File: src/rtl/ysyx_22041071_div_ctrl.sv
// ----------------------------------------------------------------------------
// ysyx_22041071_div_ctrl
//
// EXE-stage front end for the iterative divider. Takes RV64M DIV/DIVU/REM/REMU
// requests (and their W forms). Divide-by-zero and signed overflow are answered
// locally in one cycle. Every other request is handed to the divider, and the
// quotient or remainder it returns is captured. W results are sign-extended
// from bit 31. The captured result is held until the pipeline takes it.
//
// Handshakes (all of them): a transfer happens on a rising clk edge where the
// producer's valid and the consumer's ready are both high. req_*: EXE ->
// controller. res_*: controller -> pipeline. div_valid/div_ready: controller ->
// divider. out_valid is a one-cycle strobe from the divider and has no ready.
//
// Ports
//   clk, reset        clock; synchronous active-low reset
//   flush             kills the in-flight op; highest priority after reset
//   req_valid/ready   request handshake; req_op 00 DIV 01 DIVU 10 REM 11 REMU
//   req_w             32-bit (W) form
//   src1, src2        dividend / divisor
//   res_valid/ready   result handshake; result = final rd value (registered)
//   div_valid         operands valid to the divider (WAIT only)
//   div_signed, divw  divider sign / width controls
//   dividend, divisor operands to the divider
//   div_flush         cancel to the divider (flush while in WAIT)
//   div_ready         divider idle
//   out_valid         divider quot/rema valid this cycle
//   quot, rema        divider results
//   state_dbg         FSM state: 0 IDLE, 1 WAIT, 2 HOLD
// ----------------------------------------------------------------------------
module ysyx_22041071_div_ctrl #(
    parameter int XLEN       = 64,
    parameter bit BYPASS_SPC = 1'b1
) (
    input  logic            clk,
    input  logic            reset,
    input  logic            flush,
    input  logic            req_valid,
    output logic            req_ready,
    input  logic [1:0]      req_op,
    input  logic            req_w,
    input  logic [XLEN-1:0] src1,
    input  logic [XLEN-1:0] src2,
    output logic            res_valid,
    input  logic            res_ready,
    output logic [XLEN-1:0] result,
    output logic            div_valid,
    output logic            div_signed,
    output logic            divw,
    output logic [XLEN-1:0] dividend,
    output logic [XLEN-1:0] divisor,
    output logic            div_flush,
    input  logic            div_ready,
    input  logic            out_valid,
    input  logic [XLEN-1:0] quot,
    input  logic [XLEN-1:0] rema,
    output logic [1:0]      state_dbg
);

    typedef enum logic [1:0] {
        S_IDLE = 2'd0,
        S_WAIT = 2'd1,
        S_HOLD = 2'd2
    } state_t;

    localparam logic [XLEN-1:0] MIN_INT = {1'b1, {(XLEN-1){1'b0}}};

    state_t          state, state_nxt;
    logic [1:0]      op_q;
    logic            w_q;
    logic            sgn_q;
    logic [XLEN-1:0] src1_q, src2_q;
    logic [XLEN-1:0] result_q;

    function automatic logic [XLEN-1:0] sext32(input logic [XLEN-1:0] v);
        return {{(XLEN-32){v[31]}}, v[31:0]};
    endfunction

    // Special-case detection on the incoming request. DIV/REM are the signed
    // ops (op[0] == 0).
    logic            req_signed;
    logic            is_zero, is_ovf, special;
    logic [XLEN-1:0] spc_q, spc_r, spc_sel, spc_res;

    assign req_signed = ~req_op[0];
    assign is_zero    = req_w ? (src2[31:0] == 32'h0) : (src2 == '0);
    assign is_ovf     = req_signed &
                        (req_w ? ((src1[31:0] == 32'h8000_0000) && (src2[31:0] == 32'hFFFF_FFFF))
                               : ((src1 == MIN_INT) && (src2 == '1)));
    assign special    = BYPASS_SPC & (is_zero | is_ovf);

    // Zero divisor takes priority: quot = all-ones, rem = dividend.
    // Overflow: quot = dividend, rem = 0.
    assign spc_q   = is_zero ? '1   : src1;
    assign spc_r   = is_zero ? src1 : '0;
    assign spc_sel = req_op[1] ? spc_r : spc_q;
    assign spc_res = req_w ? sext32(spc_sel) : spc_sel;

    logic [XLEN-1:0] div_sel, div_res;
    assign div_sel = op_q[1] ? rema : quot;
    assign div_res = w_q ? sext32(div_sel) : div_sel;

    // No accept in the flush cycle; req_ready already excludes WAIT/HOLD.
    logic accept;
    assign accept = req_valid & req_ready & ~flush;

    always_ff @(posedge clk) begin
        if (!reset) begin
            state    <= S_IDLE;
            op_q     <= 2'b00;
            w_q      <= 1'b0;
            sgn_q    <= 1'b0;
            src1_q   <= '0;
            src2_q   <= '0;
            result_q <= '0;
        end else begin
            state <= state_nxt;
            if (accept) begin
                op_q   <= req_op;
                w_q    <= req_w;
                sgn_q  <= req_signed;
                src1_q <= src1;
                src2_q <= src2;
            end
            if (accept && special) begin
                result_q <= spc_res;
            end else if ((state == S_WAIT) && out_valid && !flush) begin
                result_q <= div_res;
            end
        end
    end

    always_comb begin
        state_nxt = state;
        div_valid = 1'b0;
        case (state)
            S_IDLE: begin
                if (accept) state_nxt = special ? S_HOLD : S_WAIT;
            end
            S_WAIT: begin
                // Held high through the out_valid cycle; dropping it in HOLD
                // keeps the divider from restarting.
                div_valid = 1'b1;
                if (out_valid) state_nxt = S_HOLD;
            end
            S_HOLD: begin
                if (res_ready) state_nxt = S_IDLE;
            end
            default: state_nxt = S_IDLE;
        endcase
        // Flush discards any pending or just-arriving result.
        if (flush) state_nxt = S_IDLE;
    end

    // Operand and sign controls come straight from the latched registers so
    // they stay stable for the whole WAIT period, out_valid cycle included.
    assign req_ready  = (state == S_IDLE) & div_ready;
    assign res_valid  = (state == S_HOLD);
    assign result     = result_q;
    assign dividend   = src1_q;
    assign divisor    = src2_q;
    assign div_signed = sgn_q;
    assign divw       = w_q;
    assign div_flush  = flush & (state == S_WAIT);
    assign state_dbg  = state;

endmodule

File: config.mk
export PLATFORM = sky130hd
export DESIGN_NAME = ysyx_22041071_div_ctrl
export DESIGN_NICKNAME = d
export VERILOG_FILES = /design/src/rtl/ysyx_22041071_div_ctrl.sv
export SDC_FILE = /design/constraint.sdc
export NUM_CORES = 1
export LEC_CHECK = 0
export CAP_MARGIN = 0
export CORE_UTILIZATION = 30
export DETAILED_ROUTE_END_ITERATION = 16
export PLACE_DENSITY = 0.59
export SETUP_SLACK_MARGIN = 0.3
export SKIP_LAST_GASP = 1
export SLEW_MARGIN = 25
export SYNTH_ARGS = -nofsm -noshare
export SYNTH_HDL_FRONTEND = slang
export SYNTH_SLANG_ARGS = --single-unit
File: constraint.sdc
create_clock -name clk -period 4.2 [get_ports clk]
set_clock_uncertainty 0.05 [all_clocks]
set_input_delay 0.42 -clock clk [delete_from_list [all_inputs] [get_ports clk]]
set_output_delay 0.42 -clock clk [all_outputs]
set_load 0.03 [all_outputs]
Word level (Yosys, flattened, before mapping)
Index checks and enable logic that the tools add are counted.
{"block": "totals", "word_cells": 53, "regBits": 198, "input_bits": 266}
{"block": "op_classes", "mux": 16, "eq_ne": 9, "reduce_logical": 12, "bitwise": 9}
{"cell": "64-bit two-way mux", "count": 8}
{"cell": "64-bit equality test, second input constant", "count": 2}
{"cell": "32-bit equality test, second input constant", "count": 2}
{"cell": "64-bit logical NOT", "count": 1}
{"cell": "32-bit logical NOT", "count": 1}
{"cell": "2-bit two-way mux", "count": 4}
{"cell": "2-bit case mux with 3 select lines", "count": 1}
{"cell": "1-bit AND", "count": 5}
{"cell": "1-bit logical AND", "count": 5}
{"cell": "2-bit inequality test, second input constant", "count": 2}
{"cell": "1-bit two-way mux", "count": 3}
{"cell": "1-bit inverter", "count": 3}
{"cell": "3-bit AND reduction", "count": 1}
{"cell": "2-bit by 1-bit equality test with 1-bit output, second input constant", "count": 1}
{"cell": "2-bit equality test, second input constant", "count": 1}
{"cell": "2-bit logical NOT", "count": 1}
{"cell": "2-bit by 1-bit inequality test with 1-bit output, second input constant", "count": 1}
{"cell": "2-bit nonzero test", "count": 1}
{"cell": "2-bit OR reduction", "count": 1}
{"cell": "1-bit logical NOT", "count": 1}
{"cell": "1-bit OR", "count": 1}

Depth between registers and ports, before layout
Gate-level depths: netlist of run 1.
{"block": "depth", "depth_word": 8, "mapped_depth": 10, "mapped_depth_nobuf": 7}

Least setup slack after synthesis of run 1
Ideal clock, no wire load.
{"block": "synth_timing", "path_kind": "reg-to-reg", "startpoint": "register state[1] (netlist: state_dbg[1])", "endpoint": "register result_q[23] (netlist: result[23])", "n_path_buf": 2, "stages_incl_launch_ff": 8, "synth_period_minus_slack_ns": 2.645, "required_time_ns": 4.034, "setup_slack_ns": 1.555, "arrival_time_ns": 2.480, "cell_sequence": "dfxtp_1 -> nor3b_1 -> nand3b_1 -> a31o_1 -> buf_6 -> buf_6 -> a211o_1 -> and3_1"}
{"block": "synth_between", "elab_chain_cells": 6}
{"item": "start, declared", "line": "68", "source": "state_t state, state_nxt;"}
{"item": "start signal, assigned", "line": "117", "source": "state <= state_nxt;"}
{"item": "2-bit logical NOT (*)", "line": "157", "source": "assign req_ready = (state == S_IDLE) & div_ready;"}
{"item": "1-bit AND (*)", "line": "157"}
{"item": "via req_ready", "line": "39", "source": "output logic req_ready,"}
{"item": "1-bit AND (*) (2 in series)", "line": "105", "source": "assign accept = req_valid & req_ready & ~flush;"}
{"item": "1-bit logical AND (*)", "line": "125", "source": "if (accept && special) begin"}
{"item": "64-bit two-way mux or 2-bit nonzero test (tied branches)"}
{"item": "end signal, assigned", "line": "126", "source": "result_q <= spc_res;"}
{"item": "end signal, assigned", "line": "128", "source": "result_q <= div_res;"}
{"item": "end, declared", "line": "73", "source": "logic [XLEN-1:0] result_q;"}
Mark *: on every way through the listed nets, which the timed path passes. The rest lies on a longest branch.
A chain may end at the register's enable or synchronous reset.

Final worst setup path of run 1
{"block": "layout_timing", "startpoint": "input src1[25]", "endpoint": "register result_q[56] (netlist: result[56])"}
{"block": "layout_between", "elab_chain_cells": 7}
{"item": "start, declared", "line": "42", "source": "input logic [XLEN-1:0] src1,"}
{"item": "64-bit equality test or 32-bit equality test (tied branches)", "line": "89, 88"}
{"item": "1-bit logical AND (on tied branches)", "line": "89, 88"}
{"item": "1-bit two-way mux (*)", "line": "88", "source": "(req_w ? ((src1[31:0] == 32'h8000_0000) && (src2[31:0] == 32'hFFFF_FFFF))"}
{"item": "1-bit AND (*)", "line": "87", "source": "assign is_ovf = req_signed &"}
{"item": "1-bit OR (*)", "line": "90", "source": "assign special = BYPASS_SPC & (is_zero | is_ovf);"}
{"item": "1-bit logical AND (*)", "line": "125"}
{"item": "64-bit two-way mux or 2-bit nonzero test (tied branches)"}
Mark *: on every way between the ends. The rest lies on a longest branch, timed or not.

==> results by stage, run 1 <==
Logic synthesis:
- In the synthesized netlist the dominant register cell turns out to be sky130_fd_sc_hd__dfxtp_1.
- The number of register bits inferred by synthesis is 197.
- The share of the Yosys chip area taken by registers is 0.398.
- In the synthesized netlist, the number of instances is between 1,000 and 1,500.
- The number of enable flip-flop cells after synthesis is 0.
- The number of distinct library cells after synthesis is 41.
- The netlist area before placement is 9900 um2.
- For this run, the number of Yosys warnings is 0.
- A synthesized cell averages 8.10 um2.
- Counting flops with an async set or reset pin after synthesis yields a share of 0.
- The net count after synthesis is 1,488.

Route:
- Signal routing reaches up to met4.
- In the routed design, unresolved DRC markers number 0.
- The violation count after the first detailed-routing iteration is 696.
- The number of vias after detailed routing is 10,500.
- After detailed routing, the number of vias per cell comes to around 5.
- The wire length on met2 is 18,700 um.
- Before antenna repair, the detailed router went through 4 iterations.
- The routed design has around 42,000 um of wire.
- The detailed router put a total of about 20,000 um of wire on met1.
- The post-detailed-route count of antenna-violating nets is 0.
- Detailed routing placed a total of 2810 um of wire on met3.
- The routed length per instance is 20.5 um.

STA:
- The hold violation count in the final report is 0.
- The final number of max-transition violations is 0.
- The worst pin sits at a relative slew slack of 0.352.
- Adding up every negative setup slack in the final design gives 0 ps.
- The achievable frequency is 0.311 GHz.
- The final number of setup-violating endpoints is 0.
- Of the available clock period, the critical path in the final layout requires 0.765.
- The shortest period the worst path allows is 3210 ps.
- At the pin with the least slew margin, the transition time is 972 ps.
- Setup repair after global routing left no endpoint under its margin.
- In the post-route analysis, the smallest setup slack over all paths is 988 ps.

Critical path:
- The termination of the worst setup path is result[56]$_SDFFE_PN0P_.
- The setup check on the worst reg-to-reg path leaves a slack of 1430 ps.
- Counting stages on the worst path, the most repeated cell is sky130_fd_sc_hd__nand4_1.
- Counting cells, the worst reg-to-reg path comes to 5.
- Walking the worst path, the cells encountered are clkdlybuf4s50_1, nor4_1, nand4_1, nor4_2, nand4_1, a31o_4, buf_12, o311a_1.
- The peak per-stage delay on the critical path is between 700 and 800 ps.
- The endpoint identified for the worst register-to-register timing path is dividend[0]$_SDFFE_PN0P_.
- The critical path data arrival time is 3490 ps.
- The setup path with the least slack is of type in -> reg.
- Along the worst path, the maximum fanout reaches 60.
- The required time of the critical path is 4480 ps.
- Tracing the worst setup path back leads to its startpoint at src1[25].
- On the critical path the largest part of the delay comes from simple AND/OR/NAND/NOR gates.
- The kind of start point of the critical path is a primary input.
- The worst setup path is captured at a register.
- The depth of the critical timing path with buffers and inverters included is 8.
- The startpoint identified for the worst register-to-register timing path is state_dbg[0]$_SDFFE_PP0P_.
- The number of buffers and inverters on the critical path is 2.
- Among all stages on the critical path, the largest delay is contributed by sky130_fd_sc_hd__nor4_1.

Pwr:
- Across the VDD grid, the largest voltage drop is about 250 uV.
- After layout, the design draws a total of 4420 uW.
- The analysis attributes to cell leakage a power of between 0.005 and 0.006 uW.
- The power density over the cells is 287 nW/um2.

Place:
- Detailed placement ended at an HPWL of 31,100 um.
- The congestion estimate from routability-driven global placement came to 0.861.
- Buffers placed on the I/O ports in this run total 465.
- Prior to clock tree synthesis, the placed netlist has a worst setup slack of between 500 and 600 ps.

Cells and area:
- The library cells used most frequently in the layout, excluding fill and tap cells, are sky130_fd_sc_hd__clkdlybuf4s50_1 (463), sky130_fd_sc_hd__nand2_1 (328), sky130_fd_sc_hd__dfxtp_1 (196), sky130_fd_sc_hd__a21boi_0 (130), sky130_fd_sc_hd__a21oi_1 (64).
- In the final layout, the share of cells above drive strength 1 is 0.0358.
- Counting the fill cells in the layout gives roughly 3,200.
- From synthesis to final layout, the design area changed by 55.6%.
- The library cell used most frequently in the layout, excluding fill and tap cells, is sky130_fd_sc_hd__clkdlybuf4s50_1.
- The post-layout net count is 1,872.

Flow run:
- The number of max-cap violations is 0.

CTS:
- The buffer levels on the longest clock path is 2.
- The number of clock sinks seen by CTS is 197.
- Clock tree synthesis selected as its root buffer the cell sky130_fd_sc_hd__clkbuf_16.
- The maximum level of the CTS H-tree is 4.
- Clock-pin slew was measured on the worst setup and hold paths at 80 ps.
- The number of hold buffers added after CTS is 0.
- Clock tree synthesis inserted a total of 17 buffers.
- The number of setup buffers added after CTS is 0.
- After clock tree synthesis, the repair step resized 0 gates.
- TritonCTS built the clock tree.
- The clock insertion delay at the later pin of the skew report is 440 ps.

Global routing:
- Across every metal layer, demand over resource in global routing totals 0.241.
- The number of antenna violations at the first check in global routing is 5.
- The first global-routing pass estimated 61,300 um of wire.
- The sum of overflow across all layers after global routing is 0.
- The pin count of the biggest net entering global routing is 167.
- The via count of the first global-routing pass is 9,833.

Run status:
- The flow ran to the end, and the final reports show no timing, DRC or antenna violations.

Die:
- The core region is approximately 33,000 um2.
- The floorplan step defined a die boundary enclosing 33,700 um2.
- For this configuration, the core starts out at a cell density of 0.304.
- The vertical die dimension is between 150 and 200 um.
- The total I/O pin count is 466.
- The placement row count is 66.
- Measured along the x axis, the die boundary spans 184 um.

Hold path:
- The worst hold path belongs to the class reg -> reg.
==> how the worst min path moves through the flow <==
stage                                   from                         to  depth (start not counted)
floorplan                           src1[15]  dividend[15]$_SDFFE_PN0P_                          2
global placement    divisor[18]$_SDFFE_PN0P_   divisor[18]$_SDFFE_PN0P_                          2
detailed placement   divisor[7]$_SDFFE_PN0P_    divisor[7]$_SDFFE_PN0P_                          2
CTS                  divisor[7]$_SDFFE_PN0P_    divisor[7]$_SDFFE_PN0P_                          2
global route         divisor[5]$_SDFFE_PN0P_    divisor[5]$_SDFFE_PN0P_                          2
finish               divisor[2]$_SDFFE_PN0P_    divisor[2]$_SDFFE_PN0P_                          2
==> per-layer routing <==
| layer | track usage | vias to the layer above |
|---|---|---|
| li1 | - | 5153 |
| met2 | 0.373 | 386 |
| met4 | 0.0730 | 0 |
| met3 | 0.0531 | 44 |
| met5 | 0 | - |
| met1 | 0.332 | 4940 |
==> final cells by class <==
type | instances | area, um2 | share of cell area
inverters | 2 | 7.51 | 0.000487
well taps | 442 | 553 | 0.0359
clock inverters | 13 | 139 | 0.00902
repair buffers | 484 | 4830 | 0.314
clock buffers | 19 | 443 | 0.0288
flip-flops and latches | 197 | 3950 | 0.256
diodes | 4 | 10.0 | 0.000650
multi-input cells | 904 | 5470 | 0.355
==> metrics by stage <==
stage	instances	hold slack, ps	utilization	cell area [um2]
6_report	2065	415	0.473	15400
5_1_grt	2065	429	0.473	15400
4_1_cts	2061	417	0.473	15400
3_5_place_dp	2029	407	0.455	14800
3_3_place_gp	2029	398	0.455	14800
2_1_floorplan	1222	515	-	9900
==> flip-flops by register name, summed over array words and instances (netlist names) <==
signal	count
div_signed	1
dividend	64
op_q	1
state_dbg	2
result	64
divisor	64
divw	1
==> cells in the mapped netlist (2+ instances only) <==
cell                       number  area share
sky130_fd_sc_hd__a211o_1        9      0.0080
sky130_fd_sc_hd__a211oi_1      35       0.027
sky130_fd_sc_hd__a21boi_0     130       0.099
sky130_fd_sc_hd__a21oi_1       64       0.032
sky130_fd_sc_hd__a31oi_1        3      0.0019
sky130_fd_sc_hd__and2_1         4      0.0025
sky130_fd_sc_hd__and3_1        10      0.0063
sky130_fd_sc_hd__and4_1         3      0.0027
sky130_fd_sc_hd__and4b_1        3      0.0030
sky130_fd_sc_hd__buf_1          4      0.0015
sky130_fd_sc_hd__buf_2          5      0.0025
sky130_fd_sc_hd__buf_6          6      0.0068
sky130_fd_sc_hd__clkbuf_1     104       0.039
sky130_fd_sc_hd__dfxtp_1      197        0.40
sky130_fd_sc_hd__inv_1          2     0.00076
sky130_fd_sc_hd__maj3_1        24       0.024
sky130_fd_sc_hd__mux2i_1       29       0.029
sky130_fd_sc_hd__nand2_1      328        0.12
sky130_fd_sc_hd__nand2b_1       4      0.0025
sky130_fd_sc_hd__nand4_1       18       0.011
sky130_fd_sc_hd__nor2_1        34       0.013
sky130_fd_sc_hd__nor2b_1       37       0.023
sky130_fd_sc_hd__nor3_1         8      0.0040
sky130_fd_sc_hd__nor4_1        28       0.018
sky130_fd_sc_hd__nor4b_1        2      0.0018
sky130_fd_sc_hd__o211a_1       21       0.021
sky130_fd_sc_hd__o211ai_1      30       0.023
sky130_fd_sc_hd__o21ai_0        4      0.0020
sky130_fd_sc_hd__o311a_1       31       0.031
sky130_fd_sc_hd__o311ai_0      27       0.024
sky130_fd_sc_hd__o311ai_1       5      0.0044
sky130_fd_sc_hd__or4_1          4      0.0030
==> cells by family (layout without fill, tap and decap cells) <==
logic type      after synthesis  after routing  synth area share
compound gates              360            360             0.274
fa+ha+maj                    24             24            0.0243
buf+inv                     121            518            0.0511
flops                       197            197             0.398
mux                          29             29            0.0293
other cells                   0              4                 0
simple gates                491            491             0.223
==> worst register-to-register path, delay by kind of cell (launching register included) <==
family | cells | cell delay [ps]
simple gates | 3 | 1710
flops | 1 | 360
compound gates | 1 | 160
buf+inv | 1 | 440
==> power breakdown <==
part	internal [uW]	switching, uW
clock network	857	825
logic	396	409
registers	1910	25.9
(Power assumes the default switching activity.)
==> run 2: changes to the inputs <==
Settings changed: PLACE_DENSITY 0.59 to 0.61.
Clock period 4.2 ns to 2.8 ns, I/O delays scaled along.
==> results by stage, run 2 (synthesis results as in run 1) <==
Run status:
- The flow ran to the end, and the final reports show no timing, DRC or antenna violations.

CTS:
- The clock insertion delay at the later pin of the skew report is 440 ps (about the same).
- The number of setup buffers added after CTS is 0 (unchanged).
- CTS placed an instance of sky130_fd_sc_hd__clkbuf_16 at the clock tree root.
- The number of clock sinks seen by CTS was 197 (unchanged).
- The maximum level of the CTS H-tree is 4 (unchanged).
- The total CTS buffers is 17 (unchanged).
- TritonCTS built the clock tree.
- The register clock-pin slew on the reported worst setup and hold paths is 70 ps (about the same).
- The buffer levels on the longest clock path is 2 (unchanged).

STA:
- The slew at the pin closest to its max-slew limit was 726 ps (-247 ps).
- The final number of setup-violating endpoints is 0 (unchanged).
- The hold violation count in the final report is 0 (unchanged).
- The final number of max-transition violations was 0 (unchanged).
- In the finished design, the share of the clock period the worst path needs comes to 0.866.
- The relative max-transition margin is 0.516 (+0.164).
- The achievable frequency is 0.412 GHz.
- After layout, the minimum clock period comes to 2430 ps.
- Setup repair after global routing left no endpoint under its margin.

Critical path:
- The critical-path maximum fanout is 36 (-40%).
- The peak per-stage delay on the critical path was 460 ps (-250 ps).
- The type of destination of the critical path is a register.
- The required time of the critical path is 3080 ps (-1400 ps).
- The critical path in this run is classified as in -> reg.
- On the critical path, the stage with the largest delay is an instance of sky130_fd_sc_hd__clkdlybuf4s50_1.
- The kind of start point of the critical path is a primary input.
- By instance count, the cell type seen most on the critical path is sky130_fd_sc_hd__nand4_1.
- Traced cell by cell, the critical path runs through clkdlybuf4s50_1, nor4_2, nand4_1, nor4_4, nand4_1, a31o_4, buf_12, o311a_1.
- The critical path data arrival time was 2700 ps (-790 ps).

Global routing:
- In this run the most used layer during global routing was met2.
- The global-route wire length before repair came to 61,900 um (+1.0%).
- The fraction of met3 tracks used by global routing is 0.0501 (-0.00297).
- The sum of overflow across all layers after global routing is 0 (unchanged).
- The total routing usage reported by global routing came to 0.244 (+0.00231).
- The via count of the first global-routing pass was 10,100 (+2.9%).
- The number of antenna violations at the first check in global routing is 2 (-3).
- The met1 global-route usage is 0.339 (+0.00646).
- The pin count of the biggest net entering global routing is 131 (-22%).
- The met2 layer usage reported by global route is 0.378 (+0.00455).

Cells and area:
- The share of cells above drive strength 1 is 0.104 (+0.0684).
- The final instance count without filler cells is 2,162 (+4.7%).
- The post-layout net count is 1,971 (+5.3%).
- The final instance area is 16,500 um2 (+7.3%).
- Leaving out fill and tap cells, the most frequent cells in the layout are sky130_fd_sc_hd__clkdlybuf4s50_1 (403), sky130_fd_sc_hd__nand2_1 (328), sky130_fd_sc_hd__dfxtp_1 (196), sky130_fd_sc_hd__a21boi_0 (130), sky130_fd_sc_hd__buf_4 (103).
- The synthesis-to-finish area growth is 67.0%.
- The most common library cell in the layout ignoring fill and taps is sky130_fd_sc_hd__clkdlybuf4s50_1.

Route:
- The routed length per instance is 19.8 um (-3.1%).
- The number of vias per cell after detailed routing was 5.04 (-1.2%).
- The overall routed net length came to 42,900 um (+1.5%).
- The violation count after the first detailed-routing iteration is 724 (+4.0%).
- The DRC violations left is 0 (unchanged).
- The post-detailed-route count of antenna-violating nets came to 0 (unchanged).
- The count of TritonRoute iterations in the first routing pass came to 5 (+1).
- The number of vias after detailed routing is 10,900 (+3.5%).

Place:
- The placed instance area is 15,600 um2 (+5.6%).
- The count of input and output buffers came to 465 (unchanged).
- The routability congestion estimate is 0.845 (-1.8%).
- The half-perimeter wire length after placement came to 32,400 um (+4.2%).
- The placed instance count was 2,126 (+4.8%).

Die:
- The vertical die dimension is 184 um (unchanged).
- The area of the die is 33,700 um2 (unchanged).
- The placement row count is 66 (unchanged).
- The die span in x is 184 um (unchanged).
- The placeable core area is 32,500 um2 (unchanged).
- The total I/O pin count is 466 (unchanged).
- The initial core utilization was 0.304 (unchanged).

Flow run:
- The number of max-cap violations is 0 (unchanged).

Pwr:
- The worst supply voltage drop on vdd is 339 uV (+36%).
- The power density over the cells is 402 nW/um2 (+40%).
- The leakage power is 0.00636 uW (+21%).

Hold path:
- The tightest min-delay check is of the in -> reg type.
## run 2: where the power goes
| group | internal (uW) | leakage, uW | switching (uW) |
|---|---|---|---|
| Clock | 1220 | 0.000280 | 1210 |
| Combinational | 664 | 0.00448 | 651 |
| Sequential | 2870 | 0.00160 | 34.6 |
## run 2: what timing repair did
action / in CTS / in global routing
pin swaps: 10 / 27
endpoints found under the setup margin: 65 / 64
cloned: 1 / 1
hold buffers: 0 / 0
resized for setup: 12 / 79
## run 2: final timing paths
| path | depth (start not counted) | to | slack (ps) | start |
|---|---|---|---|---|
| worst min register to register | 2 | dividend[14]$_SDFFE_PN0P_ | 410 | dividend[14]$_SDFFE_PN0P_ |
| worst max register to register | 7 | result[25]$_SDFFE_PN0P_ | 700 | state_dbg[0]$_SDFFE_PP0P_ |
| worst max-delay path | 8 | result[44]$_SDFFE_PN0P_ | 370 | src1[49] |
| worst min-delay path | 3 | divisor[7]$_SDFFE_PN0P_ | 70 | src2[7] |
## run 2: stage by stage
step / TNS (ps) / setup WS [ps] / total power, uW / util / hold slack [ps]
floorplan: 0 / 395 / 3440 / - / 375
finish: 0 / 375 / 6640 / 0.508 / 66.7
global placement: -29020 / -488 / 4270 / 0.480 / 399
detailed placement: -33820 / -571 / 4280 / 0.480 / 406
global route: 0 / 281 / 6900 / 0.508 / 77.0
CTS: 0 / 251 / 6720 / 0.500 / 210
## run 2: cell type report
| cell class | count | area [um2] |
|---|---|---|
| tap | 442 | 553 |
| multi-input combinational | 904 | 5600 |
| clock inverter | 13 | 116 |
| antenna | 2 | 5.00 |
| sequential | 197 | 3950 |
| clock buffer | 19 | 453 |
| fill | 3141 | 16000 |
| inverter | 2 | 7.51 |
| timing repair buffer | 583 | 5840 |
## run 2: routing by layer
metal | routed length, um | part of all wire
met1 | 19800 | 0.46
met2 | 19300 | 0.45
met3 | 2940 | 0.069
met4 | 879 | 0.020
met5 | 0 | 0
## run 2: critical path, delay by kind of cell
family / cells / cell delay [ps]
buf+inv: 2 / 650
compound gates: 2 / 710
simple gates: 4 / 1030
==> run 3: changes to the inputs <==
Settings changed: CTS_CLUSTER_DIAMETER set to 150, PLACE_DENSITY 0.61 to 0.59.
Clock period 2.8 ns to 2.95 ns, I/O delays scaled along.
==> results by stage, run 3 (synthesis results as in run 1) <==
Run status:
- The run finished with clean final reports.

Place:
- The count of input and output buffers is 465 (unchanged).
- The half-perimeter wire length after placement was 31,900 um (-1.5%).
- The routability congestion estimate came to 0.862 (+2.0%).
- The setup slack after placement came to -232 ps (+338 ps).

CTS:
- The number of clock sinks seen by CTS is 197 (unchanged).
- The clock insertion delay at the later pin of the skew report is 430 ps (about the same).
- The total CTS buffers was 17 (unchanged).
- The TritonCTS clock tree is done.
- The number of hold buffers added after CTS is 0 (unchanged).
- The register clock-pin slew on the reported worst setup and hold paths is 80 ps (about the same).
- The buffer levels on the longest clock path was 2 (unchanged).
- The buffer type at the clock tree root is sky130_fd_sc_hd__clkbuf_16.
- The maximum level of the CTS H-tree is 4 (unchanged).

Die:
- The area of the die is 33,700 um2 (unchanged).
- The placement row count is 66 (unchanged).
- The total I/O pin count is 466 (unchanged).
- The vertical die dimension came to 184 um (unchanged).
- The die span in x is 184 um (unchanged).
- The placeable core area is 32,500 um2 (unchanged).
- The initial core utilization is 0.304 (unchanged).

Global routing:
- The total routing usage reported by global routing is 0.246 (+0.00234).
- The pin count of the biggest net entering global routing came to 103 (-21%).
- The global-route wire length before repair was 62,800 um (+1.3%).
- The sum of overflow across all layers after global routing is 0 (unchanged).
- The via count of the first global-routing pass is 10,400 (+2.5%).
- The number of antenna violations at the first check in global routing was 2 (unchanged).

Route:
- The violation count after the first detailed-routing iteration is 705 (-2.6%).
- The routed length per instance is 20.3 um (+2.1%).
- The DRC violations left is 0 (unchanged).
- The overall routed net length is 43,300 um (+0.85%).
- The number of vias after detailed routing is 10,900 (-0.17%).
- The number of vias per cell after detailed routing is 5.09 (+1.1%).
- The post-detailed-route count of antenna-violating nets was 0 (unchanged).
- The count of TritonRoute iterations in the first routing pass was 5 (unchanged).

Critical path:
- The termination of the worst setup path is result[56]$_SDFFE_PN0P_.
- The kind of start point of the critical path is a primary input.
- The critical path data arrival time is 2830 ps (+130 ps).
- The signal on the critical path passes through clkdlybuf4s50_1, or4_1, nor3_2, buf_4, nand4_1, a31o_4, clkbuf_16, o311a_1.
- STA classifies the critical path endpoint as a register.
- The class of the most critical setup path is in -> reg.
- The slowest stage of the critical path is the sky130_fd_sc_hd__or4_1 cell.
- The length in cells of the worst reg-to-reg path is 6 (-1).
- The critical path starts at src1[42].
- The required time of the critical path came to 3220 ps (+140 ps).
- The gate family responsible for the most delay along the worst path is simple AND/OR/NAND/NOR gates.
- The depth of the critical timing path with buffers and inverters included is 8 (unchanged).
- The worst register-to-register path ends at result[54]$_SDFFE_PN0P_.
- The critical-path maximum fanout is 16 (-56%).
- The peak per-stage delay on the critical path is 650 ps (+190 ps).
- The worst path buffer plus inverter count is 3 (+1).
- The startpoint of the most critical register-to-register path is state_dbg[0]$_SDFFE_PP0P_.
- The register-to-register path setup slack is 640 ps (-60 ps).

Hold path:
- The tightest min-delay check is of the in -> reg type.

Cells and area:
- The post-layout net count was 1,945 (-1.3%).
- The core utilization of the finished layout is 0.501 (-0.00719).
- The total of fill cells in the finished design is 3,183 (+1.3%).
- Leaving out fill and tap cells, the most frequent cell in the layout is sky130_fd_sc_hd__clkdlybuf4s50_1.
- The library cells used most frequently in the layout, excluding fill and tap cells, are sky130_fd_sc_hd__clkdlybuf4s50_1 (440), sky130_fd_sc_hd__nand2_1 (328), sky130_fd_sc_hd__dfxtp_1 (196), sky130_fd_sc_hd__a21boi_0 (130), sky130_fd_sc_hd__buf_4 (77).
- The total area of sequential cells is 3950 um2 (unchanged).
- The footprint of the multi-input gates is 5560 um2 (-0.83%).
- From synthesis to final layout, the design area changed by 64.6%.
- The share of cells above drive strength 1 is 0.0834 (-0.0208).

STA:
- Setup repair after global routing left no endpoint under its margin.
- The worst hold slack after final layout came to 117 ps (+50.1 ps).
- The worst setup margin is 389 ps (+13.9 ps).
- The summed negative setup slack over all endpoints is 0 ps (unchanged).
- The final number of setup-violating endpoints came to 0 (unchanged).
- Based on the critical path, the design can be clocked at up to 0.390 GHz.
- The final number of max-transition violations is 0 (unchanged).
- The share of the clock period used by the worst path is 0.868.
- The relative max-transition margin was 0.518 (+0.00137).
- The slew at the pin closest to its max-slew limit is 724 ps (-2.06 ps).
- Subtracting the final worst setup slack from the clock period gives 2560 ps.
- The hold violation count in the final report is 0 (unchanged).

Pwr:
- The power density over the cells is 396 nW/um2 (-1.6%).
- The leakage power is 0.00597 uW (-6.1%).
- The worst supply voltage drop on vdd was 330 uV (-2.7%).
- The overall power after layout is 6440 uW (-3.0%).

Flow run:
- The number of max-cap violations came to 0 (unchanged).
## run 3: changes by cell type in the layout (fill, tap and decap cells not counted), moves of 2 or more
cell and change:
sky130_fd_sc_hd__dlymetal6s2s_1 -35, sky130_fd_sc_hd__buf_4 -26, sky130_fd_sc_hd__bufinv_16 +2, sky130_fd_sc_hd__nor4_1 +6
sky130_fd_sc_hd__nor4_2 -5, sky130_fd_sc_hd__inv_6 -2, sky130_fd_sc_hd__clkinv_2 +2, sky130_fd_sc_hd__clkbuf_16 +3
sky130_fd_sc_hd__clkbuf_2 -3, sky130_fd_sc_hd__clkdlybuf4s50_1 +37, sky130_fd_sc_hd__buf_6 -2
## run 3: power by group
| part | switching (uW) | internal (uW) |
|---|---|---|
| logic | 604 | 613 |
| registers | 32.6 | 2720 |
| clock network | 1100 | 1370 |
| total | 1740 | 4710 |
## run 3: cell type report
cell class              instances  area share
flip-flops and latches        197       0.242
multi-input cells             904       0.341
inverters                       2    0.000461
clock buffers                  21      0.0302
repair buffers                557       0.344
clock inverters                10     0.00729
diodes                          2    0.000307
well taps                     442      0.0339
## run 3: metrics by stage
step / std cells / cell area, um2
floorplan: 1222 / 9900
global placement: 2097 / 15400
detailed placement: 2097 / 15400
CTS: 2129 / 16100
global route: 2135 / 16300
finish: 2135 / 16300
## run 3: worst min-delay path: stages
cell and delay, ps:
sky130_fd_sc_hd__dlymetal6s2s_1 140, sky130_fd_sc_hd__nand2_1 60, sky130_fd_sc_hd__a21boi_0 60
## run 3: worst min path at each step
stage,startpoint,to,cells past startpoint
after floorplan,src1[15],dividend[15]$_SDFFE_PN0P_,2
after global placement,divisor[18]$_SDFFE_PN0P_,divisor[18]$_SDFFE_PN0P_,2
after detailed placement,dividend[9]$_SDFFE_PN0P_,dividend[9]$_SDFFE_PN0P_,2
after CTS,src1[48],dividend[48]$_SDFFE_PN0P_,3
after global routing,src2[44],divisor[44]$_SDFFE_PN0P_,3
final,src2[18],divisor[18]$_SDFFE_PN0P_,3
## run 3: routing by layer
metal / share of wire / GRT usage / vias up
met2: 0.45 / 0.385 / 412
li1: - / - / 5300
met4: 0.021 / 0.0743 / 0
met1: 0.45 / 0.330 / 5115
met5: 0 / 0 / -
met3: 0.075 / 0.0622 / 45
## run 3: what timing repair did
| action | in CTS | in global routing |
|---|---|---|
| buffers inserted | 0 | 1 |
| pin swaps | 5 | 13 |
| gates resized for setup | 7 | 32 |
| endpoints found under the setup margin | 63 | 63 |
| gates cloned | 1 | 3 |
